==> config.mk <==
export PLATFORM = sky130hd
export DESIGN_NAME = bram_tdp_arbiter
export DESIGN_NICKNAME = d
export VERILOG_FILES = /design/src/rtl/bram_arb_pkg.sv /design/src/rtl/rr_arbiter2.sv /design/src/rtl/bram_tdp_arbiter.sv
export SDC_FILE = /design/constraint.sdc
export NUM_CORES = 1
export LEC_CHECK = 0
export BUFFER_PORTS_ARGS = -buffer_cell sky130_fd_sc_hd__buf_2
export CORE_ASPECT_RATIO = 0.6
export CORE_MARGIN = 4
export CORE_UTILIZATION = 46
export CTS_BUF_LIST = sky130_fd_sc_hd__clkbuf_4 sky130_fd_sc_hd__clkbuf_8
export DETAILED_ROUTE_END_ITERATION = 10
export PLACE_DENSITY = 0.95
export SKIP_CTS_REPAIR_TIMING = 1
export SKIP_LAST_GASP = 1
export SYNTH_ARGS = -nofsm -noshare
export SYNTH_HDL_FRONTEND = slang
export SYNTH_HIERARCHICAL = 1
export SYNTH_SLANG_ARGS = --single-unit
==> constraint.sdc <==
create_clock -name clock -period 3.7 [get_ports clock]
set_input_delay 0.37 -clock clock [delete_from_list [all_inputs] [get_ports clock]]
set_output_delay 0.37 -clock clock [all_outputs]
set_load 0.01 [all_outputs]
==> src/rtl/bram_arb_pkg.sv <==
// bram_arb_pkg
// Shared definitions for the two-requester BRAM port arbiter.
//   BRAM_ADDR_WIDTH / BRAM_DATA_WIDTH : default BRAM word-address and word widths
//   bram_req_t                         : one request {writeEn, addr, data} at default widths
//   RR_RESET_LAST                      : "last granted" value loaded at reset
package bram_arb_pkg;

    localparam int BRAM_ADDR_WIDTH = 10;
    localparam int BRAM_DATA_WIDTH = 36;

    typedef struct packed {
        logic                       writeEn;
        logic [BRAM_ADDR_WIDTH-1:0] addr;
        logic [BRAM_DATA_WIDTH-1:0] data;
    } bram_req_t;

    // Pretend requester 1 was granted last, so requester 0 wins the first tie.
    localparam logic RR_RESET_LAST = 1'b1;

endpackage

==> src/rtl/rr_arbiter2.sv <==
// rr_arbiter2
// Two-way round-robin arbiter. The pointer only moves when the caller reports
// that the grant was actually used (i_advance), so a stalled grant keeps its
// priority position.
//   i_clk, i_rst_n : clock, asynchronous active-low reset
//   i_elig[1:0]    : requester eligible this cycle
//   i_advance      : a transfer happened on the current grant
//   o_grant[1:0]   : one-hot (or zero) grant
module rr_arbiter2
    import bram_arb_pkg::*;
(
    input  logic       i_clk,
    input  logic       i_rst_n,
    input  logic [1:0] i_elig,
    input  logic       i_advance,
    output logic [1:0] o_grant
);

    // Index of the requester granted most recently.
    logic r_last;

    always_comb begin
        o_grant = 2'b00;
        case (i_elig)
            2'b01:   o_grant = 2'b01;
            2'b10:   o_grant = 2'b10;
            2'b11:   o_grant = r_last ? 2'b01 : 2'b10;
            default: o_grant = 2'b00;
        endcase
    end

    always_ff @(posedge i_clk or negedge i_rst_n) begin
        if (!i_rst_n) begin
            r_last <= RR_RESET_LAST;
        end else if (i_advance) begin
            r_last <= o_grant[1];
        end
    end

endmodule

==> src/rtl/bram_tdp_arbiter.sv <==
// bram_tdp_arbiter
// Shares one synchronous BRAM port between two requesters.
// Handshake rule (all request and response channels): a transfer happens on a
// rising clock edge where valid and ready are both 1; an unaccepted request may
// change or drop, and nothing is latched from it.
//   clock, reset_n                     : single clock, asynchronous active-low reset
//   io_reqN_valid/ready/writeEn/addr/dataIn : request channel of requester N
//   io_respN_valid/ready/dataOut      : read response channel of requester N
//   io_bram_en/writeEn/addr/dataIn    : BRAM port controls, driven in the accept cycle
//   io_bram_dataOut                    : BRAM read data, one cycle after an enabled read
module bram_tdp_arbiter
    import bram_arb_pkg::*;
#(
    parameter int ADDR_WIDTH = BRAM_ADDR_WIDTH,
    parameter int DATA_WIDTH = BRAM_DATA_WIDTH
) (
    input  logic                  clock,
    input  logic                  reset_n,
    input  logic                  io_req0_valid,
    output logic                  io_req0_ready,
    input  logic                  io_req0_writeEn,
    input  logic [ADDR_WIDTH-1:0] io_req0_addr,
    input  logic [DATA_WIDTH-1:0] io_req0_dataIn,
    output logic                  io_resp0_valid,
    input  logic                  io_resp0_ready,
    output logic [DATA_WIDTH-1:0] io_resp0_dataOut,
    input  logic                  io_req1_valid,
    output logic                  io_req1_ready,
    input  logic                  io_req1_writeEn,
    input  logic [ADDR_WIDTH-1:0] io_req1_addr,
    input  logic [DATA_WIDTH-1:0] io_req1_dataIn,
    output logic                  io_resp1_valid,
    input  logic                  io_resp1_ready,
    output logic [DATA_WIDTH-1:0] io_resp1_dataOut,
    output logic                  io_bram_en,
    output logic                  io_bram_writeEn,
    output logic [ADDR_WIDTH-1:0] io_bram_addr,
    output logic [DATA_WIDTH-1:0] io_bram_dataIn,
    input  logic [DATA_WIDTH-1:0] io_bram_dataOut
);

    logic [1:0]            r_inflight;
    logic [1:0]            r_resp_valid;
    logic [DATA_WIDTH-1:0] r_resp_data [2];

    logic [1:0]            w_elig;
    logic [1:0]            w_grant;
    logic [1:0]            w_resp_ready;
    logic                  w_xfer;
    logic                  w_sel_we;
    logic [ADDR_WIDTH-1:0] w_sel_addr;
    logic [DATA_WIDTH-1:0] w_sel_data;

    // Writes are always eligible; a read waits until this requester has no read
    // in flight and no response waiting. The other requester's state is ignored.
    assign w_elig[0] = io_req0_valid & (io_req0_writeEn | (~r_inflight[0] & ~r_resp_valid[0]));
    assign w_elig[1] = io_req1_valid & (io_req1_writeEn | (~r_inflight[1] & ~r_resp_valid[1]));

    // A grant only goes to an eligible (hence valid) requester, so any grant is a transfer.
    assign w_xfer = |w_grant;

    rr_arbiter2 u_rr (
        .i_clk     (clock),
        .i_rst_n   (reset_n),
        .i_elig    (w_elig),
        .i_advance (w_xfer),
        .o_grant   (w_grant)
    );

    assign io_req0_ready = w_grant[0];
    assign io_req1_ready = w_grant[1];

    assign w_sel_we   = w_grant[1] ? io_req1_writeEn : io_req0_writeEn;
    assign w_sel_addr = w_grant[1] ? io_req1_addr    : io_req0_addr;
    assign w_sel_data = w_grant[1] ? io_req1_dataIn  : io_req0_dataIn;

    assign io_bram_en      = w_xfer;
    assign io_bram_writeEn = w_xfer & w_sel_we;
    assign io_bram_addr    = w_sel_addr;
    assign io_bram_dataIn  = w_sel_data;

    assign w_resp_ready = {io_resp1_ready, io_resp0_ready};

    // Read accepted at t: in flight during t+1, BRAM data captured at the end of
    // t+1, response presented from t+2 until consumed.
    always_ff @(posedge clock or negedge reset_n) begin
        if (!reset_n) begin
            r_inflight   <= 2'b00;
            r_resp_valid <= 2'b00;
            for (int n = 0; n < 2; n++) begin
                r_resp_data[n] <= '0;
            end
        end else begin
            r_inflight[0] <= w_grant[0] & ~io_req0_writeEn;
            r_inflight[1] <= w_grant[1] & ~io_req1_writeEn;
            for (int n = 0; n < 2; n++) begin
                if (r_inflight[n]) begin
                    r_resp_valid[n] <= 1'b1;
                    r_resp_data[n]  <= io_bram_dataOut;
                end else if (r_resp_valid[n] && w_resp_ready[n]) begin
                    r_resp_valid[n] <= 1'b0;
                end
            end
        end
    end

    assign io_resp0_valid   = r_resp_valid[0];
    assign io_resp1_valid   = r_resp_valid[1];
    assign io_resp0_dataOut = r_resp_data[0];
    assign io_resp1_dataOut = r_resp_data[1];

endmodule

== After elaboration in Yosys (flattened, before gate mapping) ==
Index checks and enable logic that the tools add are counted.

* Add/sub/neg operators: 0
* $mul: 0
* Div/mod/pow operators: 0
* Magnitude comparators: 0
* Eq/ne operators: 3
* Shifts and indexed selects: 0
* Multiplexer cells: 9
* Bitwise gates (word level): 15
* Reduce and logical (&&, ||, !) cells: 5

{| class="wikitable"
|+ Operators with widths
! kind !! number
|-
| 36-bit two-way mux || 1
|-
| 10-bit two-way mux || 1
|-
| 1-bit AND || 7
|-
| 1-bit inverter || 6
|-
| 2-bit case mux with 3 select lines || 1
|-
| 1-bit two-way mux || 5
|-
| 2-bit equality test, second input constant || 2
|-
| 2-bit nonzero test || 2
|-
| 2-bit by 1-bit equality test with 1-bit output, second input constant || 1
|-
| 1-bit logical AND || 2
|-
| 2-bit two-way mux || 1
|-
| 1-bit OR || 2
|-
| 2-bit OR reduction || 1
|}

* Bits in registers: 77
* Latch bits: 0
* Bits in writable memories: 0
* ROM bits: 0
* Input bits: 136
* Output and inout bits: 124
* Logic and storage cells: 38
* Memories: 0

== Depth between registers and ports, before layout ==
Gate-level depths: netlist (run 1).

* Depth in word-level cells: 8
* Gate-level depth with buffers: 9
* Mapped depth without buffers: 5

== By module ==
The synthesis (run 1) kept the hierarchy.

{| class="wikitable"
|+ Modules (own cells, without submodules)
! module !! instances !! cells each !! area each (um^2) !! seq. area each (um^2)
|-
| bram_tdp_arbiter || 1 || 222 || 3602.2 || 1901.8
|-
| rr_arbiter2 || 1 || 5 || 63.8 || 26.3
|}

== Least setup slack after synthesis (run 1) ==
Ideal clock, no wire load.

* Kind: reg2out
* From: register r_inflight[1]
* To: output io_bram_dataIn[29]
* Arrival time: 1.755 ns
* Required time: 3.330 ns
* Setup slack: 1.575 ns
* Cell stages (with the launch flop): 9
* Path buffers: 4
* Cell sequence: dfrtp_1 buf_6 buf_6 nor2_1 o21a_1 a21boi_2 buf_6 buf_6 mux2_2

* Longest elaborated chain between the ends: 7
* Elaborated cells between the ends (all ways): 9
* Classes of those cells: 3 x eq/ne; 2 x mux; 4 x bitwise

{| class="wikitable"
|+ Ends and longest elaborated chain
! what !! RTL line !! source
|-
| start, declared || bram_tdp_arbiter.sv:42 || <nowiki>logic [1:0] r_inflight;</nowiki>
|-
| start signal, assigned || bram_tdp_arbiter.sv:95 || <nowiki>r_inflight[1] <= w_grant[1] & ~io_req1_writeEn;</nowiki>
|-
| 1-bit inverter (*) || bram_tdp_arbiter.sv:57 || <nowiki>assign w_elig[1] = io_req1_valid & (io_req1_writeEn | (~r_inflight[1] & ~r_resp_valid[1]));</nowiki>
|-
| 1-bit AND (*) || bram_tdp_arbiter.sv:57 ||
|-
| 1-bit OR (*) || bram_tdp_arbiter.sv:57 ||
|-
| 1-bit AND (*) || bram_tdp_arbiter.sv:57 ||
|-
| net w_elig[1] || bram_tdp_arbiter.sv:46 || <nowiki>logic [1:0] w_elig;</nowiki>
|-
| 2-bit equality test / 2-bit by 1-bit equality test with 1-bit output (equally long branches) || rr_arbiter2.sv:24 || <nowiki>case (i_elig)</nowiki>
|-
| 2-bit case mux with 3 select lines (*) || rr_arbiter2.sv:24 ||
|-
| net io_req1_ready || bram_tdp_arbiter.sv:28 || <nowiki>output logic io_req1_ready,</nowiki>
|-
| 36-bit two-way mux (*) || bram_tdp_arbiter.sv:75 || <nowiki>assign w_sel_data = w_grant[1] ? io_req1_dataIn : io_req0_dataIn;</nowiki>
|-
| end, declared || bram_tdp_arbiter.sv:38 || <nowiki>output logic [DATA_WIDTH-1:0] io_bram_dataIn,</nowiki>
|}

The timed path passes the listed nets; every way through them passes the cells marked *.

== Worst setup path in the final report (run 1) ==
* From: register r_resp_valid[1]
* To: output io_bram_dataIn[17]

* Longest elaborated chain between the ends: 7
* Elaborated cells between the ends (all ways): 9
* Classes of those cells: 3 x eq/ne; 2 x mux; 4 x bitwise

{| class="wikitable"
|+ Ends and longest elaborated chain
! what !! RTL line !! source
|-
| start, declared || bram_tdp_arbiter.sv:43 || <nowiki>logic [1:0] r_resp_valid;</nowiki>
|-
| start signal, assigned || bram_tdp_arbiter.sv:89 || <nowiki>r_resp_valid <= 2'b00;</nowiki>
|-
| start signal, assigned by index || bram_tdp_arbiter.sv:98 || <nowiki>r_resp_valid[n] <= 1'b1;</nowiki>
|-
| start signal, assigned by index || bram_tdp_arbiter.sv:101 || <nowiki>r_resp_valid[n] <= 1'b0;</nowiki>
|-
| 1-bit inverter (*) || bram_tdp_arbiter.sv:57 ||
|-
| 1-bit AND (*) || bram_tdp_arbiter.sv:57 ||
|-
| 1-bit OR (*) || bram_tdp_arbiter.sv:57 ||
|-
| 1-bit AND (*) || bram_tdp_arbiter.sv:57 ||
|-
| net w_elig[1] || bram_tdp_arbiter.sv:46 ||
|-
| 2-bit equality test / 2-bit by 1-bit equality test with 1-bit output (equally long branches) || rr_arbiter2.sv:24 ||
|-
| 2-bit case mux with 3 select lines (*) || rr_arbiter2.sv:24 ||
|-
| 36-bit two-way mux (*) || bram_tdp_arbiter.sv:75 ||
|}

Marks and branches as above.

==> results of run 1 <==
logic make-up (layout without fill, tap and decap cells):
family,Yosys count,after routing,share of synthesized area (%)
compound gates,7,7,1.47
mux,119,119,40.8
simple gates,7,7,0.922
flops,77,77,52.6
buf+inv,17,282,4.27
path summary, 6_finish.rpt:
check	depth (start not counted)	slack [ns]	start	end
hold reg to reg	1	0.50	io_resp0_dataOut[14]$_DFFE_PN0P_	io_resp0_dataOut[14]$_DFFE_PN0P_
max in group asynchronous	2	2.58	reset_n	r_inflight[1]$_DFF_PN0_
hold / removal	1	0.001	reset_n	io_resp1_dataOut[0]$_DFFE_PN0P_
min in group clock	2	0.21	io_req0_writeEn	r_inflight[0]$_DFF_PN0_
setup / recovery	6	0.99	r_resp_valid[1]$_DFFE_PN0P_	io_bram_dataIn[17]
setup reg to reg	6	1.69	r_resp_valid[1]$_DFFE_PN0P_	u_rr/r_last$_DFFE_PN1P_
cell type report:
| class | count | area [sq um] |
|---|---|---|
| Multi-Input combinational cell | 133 | 1590 |
| Fill cell | 521 | 2330 |
| Timing Repair Buffer | 263 | 1330 |
| Tap cell | 104 | 130 |
| Clock buffer | 9 | 124 |
| Sequential cell | 77 | 1930 |
| Clock inverter | 7 | 66.3 |
| Inverter | 3 | 11.3 |
through the flow:
step	instance area (sq um)	hold slack [ns]	utilization, %	setup WS (ns)	total power (uW)
2_1_floorplan	3670	0.0744	-	1.57	1890
3_3_place_gp	4990	0.372	66.4	1.41	2320
3_5_place_dp	4990	0.379	66.4	1.39	2380
4_1_cts	5180	-0.00213	69.0	0.988	3020
5_1_grt	5180	0.0194	69.0	0.865	3160
6_report	5180	0.00122	69.0	0.988	2990
worst max-delay path, delay by kind of cell, from the launching register on:
kind / cells / cell delay (ns)
flip-flops: 1 / 0.41
AO/OA/AOI/OAI: 2 / 0.33
multiplexers: 1 / 0.43
AND/OR/NAND/NOR: 1 / 0.12
buffers and inverters: 2 / 0.68
power groups by stage:
stage | clock network (uW) | logic (uW) | registers (uW)
3_3_place_gp | 0 | 1090 | 1230
2_1_floorplan | 0 | 528 | 1360
4_1_cts | 633 | 1140 | 1240
5_1_grt | 676 | 1210 | 1270
6_report | 618 | 1130 | 1240
3_5_place_dp | 0 | 1130 | 1250
cell usage after synthesis:
cell / n
a21boi_0: 1
a21boi_2: 1
a21o_1: 2
buf_2: 2
buf_6: 12
dfrtp_1: 76
dfstp_2: 1
inv_1: 3
mux2_2: 78
mux2_4: 41
nand2_1: 2
nor2_1: 2
nor2b_1: 2
o21a_1: 2
o21ai_0: 1
or2_2: 1
per-layer routing:
layer	track usage, %	vias up
met4	6.96	0
met2	42.0	139
met3	8.75	27
li1	-	1327
met5	0	-
met1	29.4	1482
flip-flops by register name, indices dropped and copies added (netlist names):
| signal | cells |
|---|---|
| io_resp1_dataOut | 36 |
| r_resp_valid | 2 |
| u_rr/r_last | 1 |
| io_resp0_dataOut | 36 |
| r_inflight | 2 |
==> results.yml, run 1 <==
sta:
  setup_viol: 0
  relSlewSlack_pct: 55.6
  fin_setup_tns_ns: 0
  tightest_slew_ns: 0.667
  rsz0062_at_grt: "no"
  fin_crit_sh_pct: 73.3
  skew_ns: 0.00591
  hold_viol_final: 0
  max_clock_freq_mhz: 369
  min_period_ns: 2.71
  finalMaxSlewViolations: 0
grt:
  grt_overflow_total: 0
  grt_pass1_vias: 3281
  grt_max_degree: 53
  antenna_found_initial: 0
  grt_first_pass_wirelength_um: 18000
  grt_usage_pct: 24.7
critical_path:
  crit_path_max_fanout: 52
  required_ns: 3.33
  endpoint_kind: "primary output"
  cp-start-kind: "register"
  path_cells: "nor2_1 > o21a_1 > a21boi_4 > buf_4 > mux2_2 > buf_2"
  cp.arrival_ns: 2.34
  cp_slowest_cell: "buf_4"
  cpPeakStageDelay_ns: 0.53
  worstSetupPathType: "register to primary output"
cts:
  numCtsBuffers: 9
  cts.path.max_buffers: 2
  htreeDepth: 3
  clk_pin_slew_ns: 0.08
  cts-root-buf: "clkbuf_8"
  cts_tree: "built"
  clk_latency_ns: 0.34
  clock_sinks: 77
job:
  cap_viol_max_count: 0
floorplanning:
  start_util_pct: 48.8
  die_y_um: 77.2
  die_x_um: 123
  die-area_sq_mm: 0.00951
  core-area_sq_mm: 0.00751
  ios: 260
  rows: 24
placement:
  numPortBuffers: 259
  place.detailed.instances: 580
  hpwl_um: 9070
  gp_congestion: 0.878
routing:
  final_antenna_net_count: 0
  wl_met3_um: 967
  routedWlPerCell_um: 19.4
  dr_wl_met2_um: 5750
  highest_layer: "met4"
  drtPass1Iterations: 4
  wl_met1_um: 4570
  drt_iter0_drc: 134
  vias: 2975
  drc_errors: 0
  vias_per_cell: 4.99
  drt_wl_total_um: 11500
power_and_ir_drop:
  p_sw_uw: 969
  vdd_drop_max_mv: 0.394
  combPwrFrac_pct: 37.7
  p_int_uw: 2020
  powerDensity_mw_per_mm2: 577
  p_leak_uw: 0.00271
  pwr-share-seq_pct: 41.6
  pwr-share-clk_pct: 20.7
  power.share.switching_pct: 32.4
cells_and_area:
  final_common_cell: "buf_2"
  area.growth.synth_to_final_pct: 41.2
  antennaDiodeCount: 0
  nNetsFinal: 623
  final_cell_mix: "259 x buf_2, 78 x mux2_2, 74 x dfrtp_1"
  layout-drive-gt1-share_pct: 81.9
  fin_cells: 596
synthesis:
  synth_top_area_cell: "dfrtp_1"
  yosysWarnings: 6
  synthCells: 227
  synth_top_area_share_pct: 51.9
  synth.distinct_cells: 16
  netlist_area_sq_mm: 0.00367
  ys_top_cells_by_area: "dfrtp_1 52%, mux2_2 24%, mux2_4 17%"
  synth-seq-cells: 77
  yosysSeqAreaShare_pct: 52.6
  synth_nets: 363
  syn_avg_cell_area_sq_um: 16.1
worst_hold_path:
  hp-class: "input pin to async pin"
outcome:
  outcome: "finished, final reports clean"
(Power assumes the default switching activity.)
==> run 2: changes to the inputs <==
--- a/config.mk
+++ b/config.mk
@@ -8,10 +8,10 @@
 export BUFFER_PORTS_ARGS = -buffer_cell sky130_fd_sc_hd__buf_2
 export CORE_ASPECT_RATIO = 0.6
 export CORE_MARGIN = 4
-export CORE_UTILIZATION = 46
+export CORE_UTILIZATION = 42
 export CTS_BUF_LIST = sky130_fd_sc_hd__clkbuf_4 sky130_fd_sc_hd__clkbuf_8
 export DETAILED_ROUTE_END_ITERATION = 10
-export PLACE_DENSITY = 0.95
+export PLACE_DENSITY = 0.89
 export SKIP_CTS_REPAIR_TIMING = 1
 export SKIP_LAST_GASP = 1
 export SYNTH_ARGS = -nofsm -noshare
==> constraint.sdc (replaced) <==
create_clock -name clock -period 2.8 [get_ports clock]
set_input_delay 0.28 -clock clock [delete_from_list [all_inputs] [get_ports clock]]
set_output_delay 0.28 -clock clock [all_outputs]
set_load 0.01 [all_outputs]
==> run 2 against run 1 <==
Die area is 8.7% higher. Worst hold slack better by 0.064 ns. Utilization is 7.5 points lower.
==> results.yml, run 2 (synthesis gave the netlist of run 1 again) <==
cts:
  cts_tree: "built"
  htreeDepth: 3
  clk_latency_ns: 0.34
  clock_sinks: 77
  clk_pin_slew_ns: 0.08
  cts-root-buf: "clkbuf_8"
  cts.path.max_buffers: 2
  numCtsBuffers: 9
critical_path:
  cp-start-kind: "register"
  required_ns: 2.52
  crit_buf_inv: 2
  crit_path_max_fanout: 47
  worstSetupPathType: "register to primary output"
  critical_path.top_delay_family: "buffers and inverters"
  endpoint_kind: "primary output"
  cp.arrival_ns: 2.12
  path_cells: "nor2_1 > o21a_1 > a21boi_4 > buf_12 > mux2_2 > buf_2"
  cpPeakStageDelay_ns: 0.43
  cp_slowest_cell: "dfrtp_1"
  startpoint: "r_resp_valid[1]$_DFFE_PN0P_"
  reg2reg_from: "r_inflight[0]$_DFF_PN0_"
power_and_ir_drop:
  pwr-share-seq_pct: 40.9
  powerDensity_mw_per_mm2: 767
  p_leak_uw: 0.00272
  p_int_uw: 2760
  total_power_uw: 4000
  vdd_drop_max_mv: 0.472
  power.share.switching_pct: 30.9
  p_sw_uw: 1240
  combPwrFrac_pct: 36.7
  pwr-share-clk_pct: 22.5
sta:
  setup_slack_ns: 0.401
  fin_setup_tns_ns: 0
  max_clock_freq_mhz: 417
  whs_ns: 0.0655
  finalMaxSlewViolations: 0
  relSlewSlack_pct: 37.3
  fin_crit_sh_pct: 85.7
  hold_viol_final: 0
  min_period_ns: 2.40
  skew_ns: 0.00630
  tightest_slew_ns: 0.941
  setup_viol: 0
  rsz0062_at_grt: "no"
cells_and_area:
  final_common_cell: "buf_2"
  final_cell_area_sq_mm: 0.00522
  layout-drive-gt1-share_pct: 81.8
  final_cell_mix: "258 x buf_2, 78 x mux2_2, 74 x dfrtp_1"
  nNetsFinal: 622
  antennaDiodeCount: 0
  area.growth.synth_to_final_pct: 42.3
  seq_area_sq_mm: 0.00193
  multiInputGateArea_sq_mm: 0.00159
  fillers: 652
outcome:
  outcome: "finished, final reports clean"
routing:
  final_antenna_net_count: 0
  vias: 2838
  drt_iter0_drc: 132
  routedWlPerCell_um: 17.8
  vias_per_cell: 4.71
  drc_errors: 0
  drt_wl_total_um: 10700
  drtPass1Iterations: 4
grt:
  grt_pass1_vias: 3067
  grt_first_pass_wirelength_um: 16500
  grt_usage_pct: 20.9
  grt_overflow_total: 0
  grt_max_degree: 78
  antenna_found_initial: 0
floorplanning:
  die_x_um: 129
  die-area_sq_mm: 0.0103
  ios: 260
  start_util_pct: 43.2
  rows: 26
  core-area_sq_mm: 0.00849
  die_y_um: 80.4
worst_hold_path:
  hp-class: "input pin to async pin"
placement:
  numPortBuffers: 259
  placed_area_sq_mm: 0.00500
  post-place-ws_ns: 0.758
  hpwl_um: 8460
  gp_congestion: 0.891
job:
  cap_viol_max_count: 0
[run 2: cell count changes in the layout (fill, tap and decap cells not counted), sizes merged]
cell      delta
bufinv       +1
buf          -1
inv          +1
clkinv       -2
clkinvlp     -1
[run 2: path summary, 6_finish.rpt]
kind | end | slack, ns | depth (start not counted)
worst min-delay path | io_resp0_dataOut[15]$_DFFE_PN0P_ | 0.07 | 1
min in group clock | r_inflight[0]$_DFF_PN0_ | 0.11 | 2
max in group asynchronous | r_inflight[0]$_DFF_PN0_ | 2.09 | 1
worst min register to register | io_resp0_dataOut[18]$_DFFE_PN0P_ | 0.51 | 1
worst max register to register | u_rr/r_last$_DFFE_PN1P_ | 1.14 | 5
worst max-delay path | io_bram_dataIn[3] | 0.40 | 6
[run 2: cell type report]
| cell class | count | area share [%] |
|---|---|---|
| sequential | 77 | 37.0 |
| inverter | 3 | 0.216 |
| clock buffer | 9 | 2.37 |
| tap | 112 | 2.69 |
| clock inverter | 6 | 1.68 |
| timing repair buffer | 262 | 25.6 |
| multi-input combinational | 133 | 30.5 |
[run 2: layer usage]
layer / global-route usage [%] / vias to the layer above / wire, um
met2: 32.7 / 117 / 4990
li1: - / 1329 / -
met1: 27.9 / 1384 / 4720
met3: 7.71 / 8 / 916
met5: 0 / - / 0
met4: 4.82 / 0 / 92
[run 2: stage by stage]
step                      utilization (%)  instances
after global routing                 61.4        602
after global placement               58.9        587
after floorplan                         -        227
after CTS                            61.4        602
after detailed placement             58.9        587
final                                61.4        602
[run 2: power by group through the flow]
stage	Combinational (uW)	Clock, uW	Sequential [uW]
CTS	1490	937	1640
finish	1470	899	1630
global route	1580	993	1680
global placement	1450	0	1620
detailed placement	1490	0	1650
floorplan	698	0	1790
[run 2: worst reg2reg max path, stage by stage, from the launching register on]
cell and delay (ns):
dfrtp_2 0.40, nor2_1 0.10, o21a_1 0.17, a21boi_0 0.40
or2_2 0.21, mux2_4 0.30
==> run 3: changes to the inputs <==
--- a/config.mk
+++ b/config.mk
@@ -7,7 +7,7 @@
 export LEC_CHECK = 0
 export BUFFER_PORTS_ARGS = -buffer_cell sky130_fd_sc_hd__buf_2
 export CORE_ASPECT_RATIO = 0.6
-export CORE_MARGIN = 4
+export CORE_MARGIN = 5
 export CORE_UTILIZATION = 42
 export CTS_BUF_LIST = sky130_fd_sc_hd__clkbuf_4 sky130_fd_sc_hd__clkbuf_8
 export DETAILED_ROUTE_END_ITERATION = 10
==> run 3 against run 2 <==
Critical path depth did not move. Maximum frequency up 2.1%. Sequential share of layout area is 0.15 points higher. Final area shrank 0.41%. Final cell count up 0.33%. Global-route usage decreased by 1.1 points. Sequential power is essentially flat. Die area rose by 4.1%. Utilization down 0.48 points. Clock power is 7.6% lower. Critical endpoint is now io_bram_dataIn[27]. Highest routed layer unchanged.
==> results.yml, run 3 (synthesis gave the netlist of run 1 again) <==
cts:
  htreeDepth: 3
  clock_sinks: 77
  numCtsBuffers: 9
  cts_tree: "built"
  cts.path.max_buffers: 2
  cts-root-buf: "clkbuf_8"
  clk_pin_slew_ns: 0.08
  clk_latency_ns: 0.35
grt:
  grt_pass1_vias: 3086
  grt_first_pass_wirelength_um: 16300
  grt_max_degree: 78
  grt_usage_pct: 19.8
  grt_overflow_total: 0
  antenna_found_initial: 0
critical_path:
  r2r-end: "u_rr/r_last$_DFFE_PN1P_"
  cp.arrival_ns: 2.07
  startpoint: "r_inflight[1]$_DFF_PN0_"
  cp-start-kind: "register"
  required_ns: 2.52
  worstSetupPathType: "register to primary output"
  r2r_cells: 6
  crit_path_max_fanout: 29
  reg2reg_from: "r_inflight[0]$_DFF_PN0_"
  r2r_slack_ns: 1.05
  crit_end: "io_bram_dataIn[27]"
  endpoint_kind: "primary output"
cells_and_area:
  fin_cells: 604
  antennaDiodeCount: 0
  layout-drive-gt1-share_pct: 81.9
  fillers: 650
  area.growth.synth_to_final_pct: 41.7
  nNetsFinal: 623
  final_common_cell: "buf_2"
  final_cell_mix: "258 x buf_2, 78 x mux2_2, 74 x dfrtp_1"
routing:
  vias_per_cell: 4.74
  drt_wl_total_um: 10800
  vias: 2863
  drtPass1Iterations: 4
  final_antenna_net_count: 0
  drc_errors: 0
  drt_iter0_drc: 78
  routedWlPerCell_um: 17.9
sta:
  fin_setup_tns_ns: 0
  tightest_slew_ns: 0.964
  skew_ns: 0.00768
  finalMaxSlewViolations: 0
  max_clock_freq_mhz: 426
  fin_crit_sh_pct: 83.9
  setup_viol: 0
  rsz0062_at_grt: "no"
  relSlewSlack_pct: 35.7
  min_period_ns: 2.35
  hold_viol_final: 0
floorplanning:
  die_y_um: 82.4
  die_x_um: 131
  die-area_sq_mm: 0.0108
  start_util_pct: 43.0
  core-area_sq_mm: 0.00852
  rows: 26
  ios: 260
placement:
  numPortBuffers: 259
  place.detailed.instances: 588
  hpwl_um: 8410
  gp_congestion: 0.959
worst_hold_path:
  hp-class: "input pin to async pin"
power_and_ir_drop:
  vdd_drop_max_mv: 0.454
  powerDensity_mw_per_mm2: 757
  p_leak_uw: 0.00270
job:
  cap_viol_max_count: 0
outcome:
  outcome: "finished, final reports clean"
run 3: cell types whose count changed in the layout (fill, tap and decap cells not counted):
cell	before	now
buf_4	3	5
clkinvlp_4	0	2
bufinv_16	2	1
inv_6	1	0
buf_12	1	0
clkbuf_4	0	1
run 3: worst max-delay path, stage by stage (launching register included):
cell and delay [ns]:
dfrtp_2 0.40, nor2_1 0.11, o21a_1 0.14, a21boi_4 0.18, buf_4 0.35, mux2_2 0.39, buf_2 0.14
run 3: routing by layer:
| layer | track usage [%] | up-vias | wire (um) |
|---|---|---|---|
| met5 | 0 | - | 0 |
| met4 | 5.54 | 0 | 155 |
| met3 | 7.97 | 18 | 1040 |
| met2 | 31.2 | 119 | 4900 |
| met1 | 25.6 | 1398 | 4720 |
| li1 | - | 1328 | - |
run 3: per-stage QoR:
stage	worst slack [ns]	hold WS, ns	cell area (sq um)	util (%)	power (uW)
floorplan	0.765	-0.0156	3670	-	2490
global placement	0.867	0.459	5000	58.7	3080
detailed placement	0.831	0.470	5000	58.7	3130
CTS	0.432	0.0858	5190	61.0	3980
global route	0.340	0.0945	5190	61.0	4160
finish	0.451	0.0715	5190	61.0	3930
run 3: where the power goes:
part | switching (uW) | internal (uW)
logic | 659 | 814
clock network | 411 | 420
registers | 179 | 1450
total | 1250 | 2680
run 3: worst min-delay path by stage:
| stage | startpoint | endpoint | slack, ns | depth (start not counted) |
|---|---|---|---|---|
| 2_1_floorplan | reset_n | io_resp0_dataOut[0]$_DFFE_PN0P_ | -0.02 | 0 |
| 3_3_place_gp | io_req1_writeEn | r_inflight[1]$_DFF_PN0_ | 0.46 | 2 |
| 3_5_place_dp | io_req0_writeEn | r_inflight[0]$_DFF_PN0_ | 0.47 | 2 |
| 4_1_cts | io_req0_writeEn | r_inflight[0]$_DFF_PN0_ | 0.09 | 2 |
| 5_1_grt | io_req1_writeEn | r_inflight[1]$_DFF_PN0_ | 0.09 | 2 |
| 6_report | reset_n | io_resp1_dataOut[25]$_DFFE_PN0P_ | 0.07 | 1 |
run 3: final cells by class:
cell class	instances	area, sq um	area share [%]
Clock buffer	10	131	2.53
Tap cell	112	140	2.70
Clock inverter	6	63.8	1.23
Inverter	3	11.3	0.217
Sequential cell	77	1930	37.2
Multi-Input combinational cell	133	1590	30.6
Timing Repair Buffer	263	1330	25.6
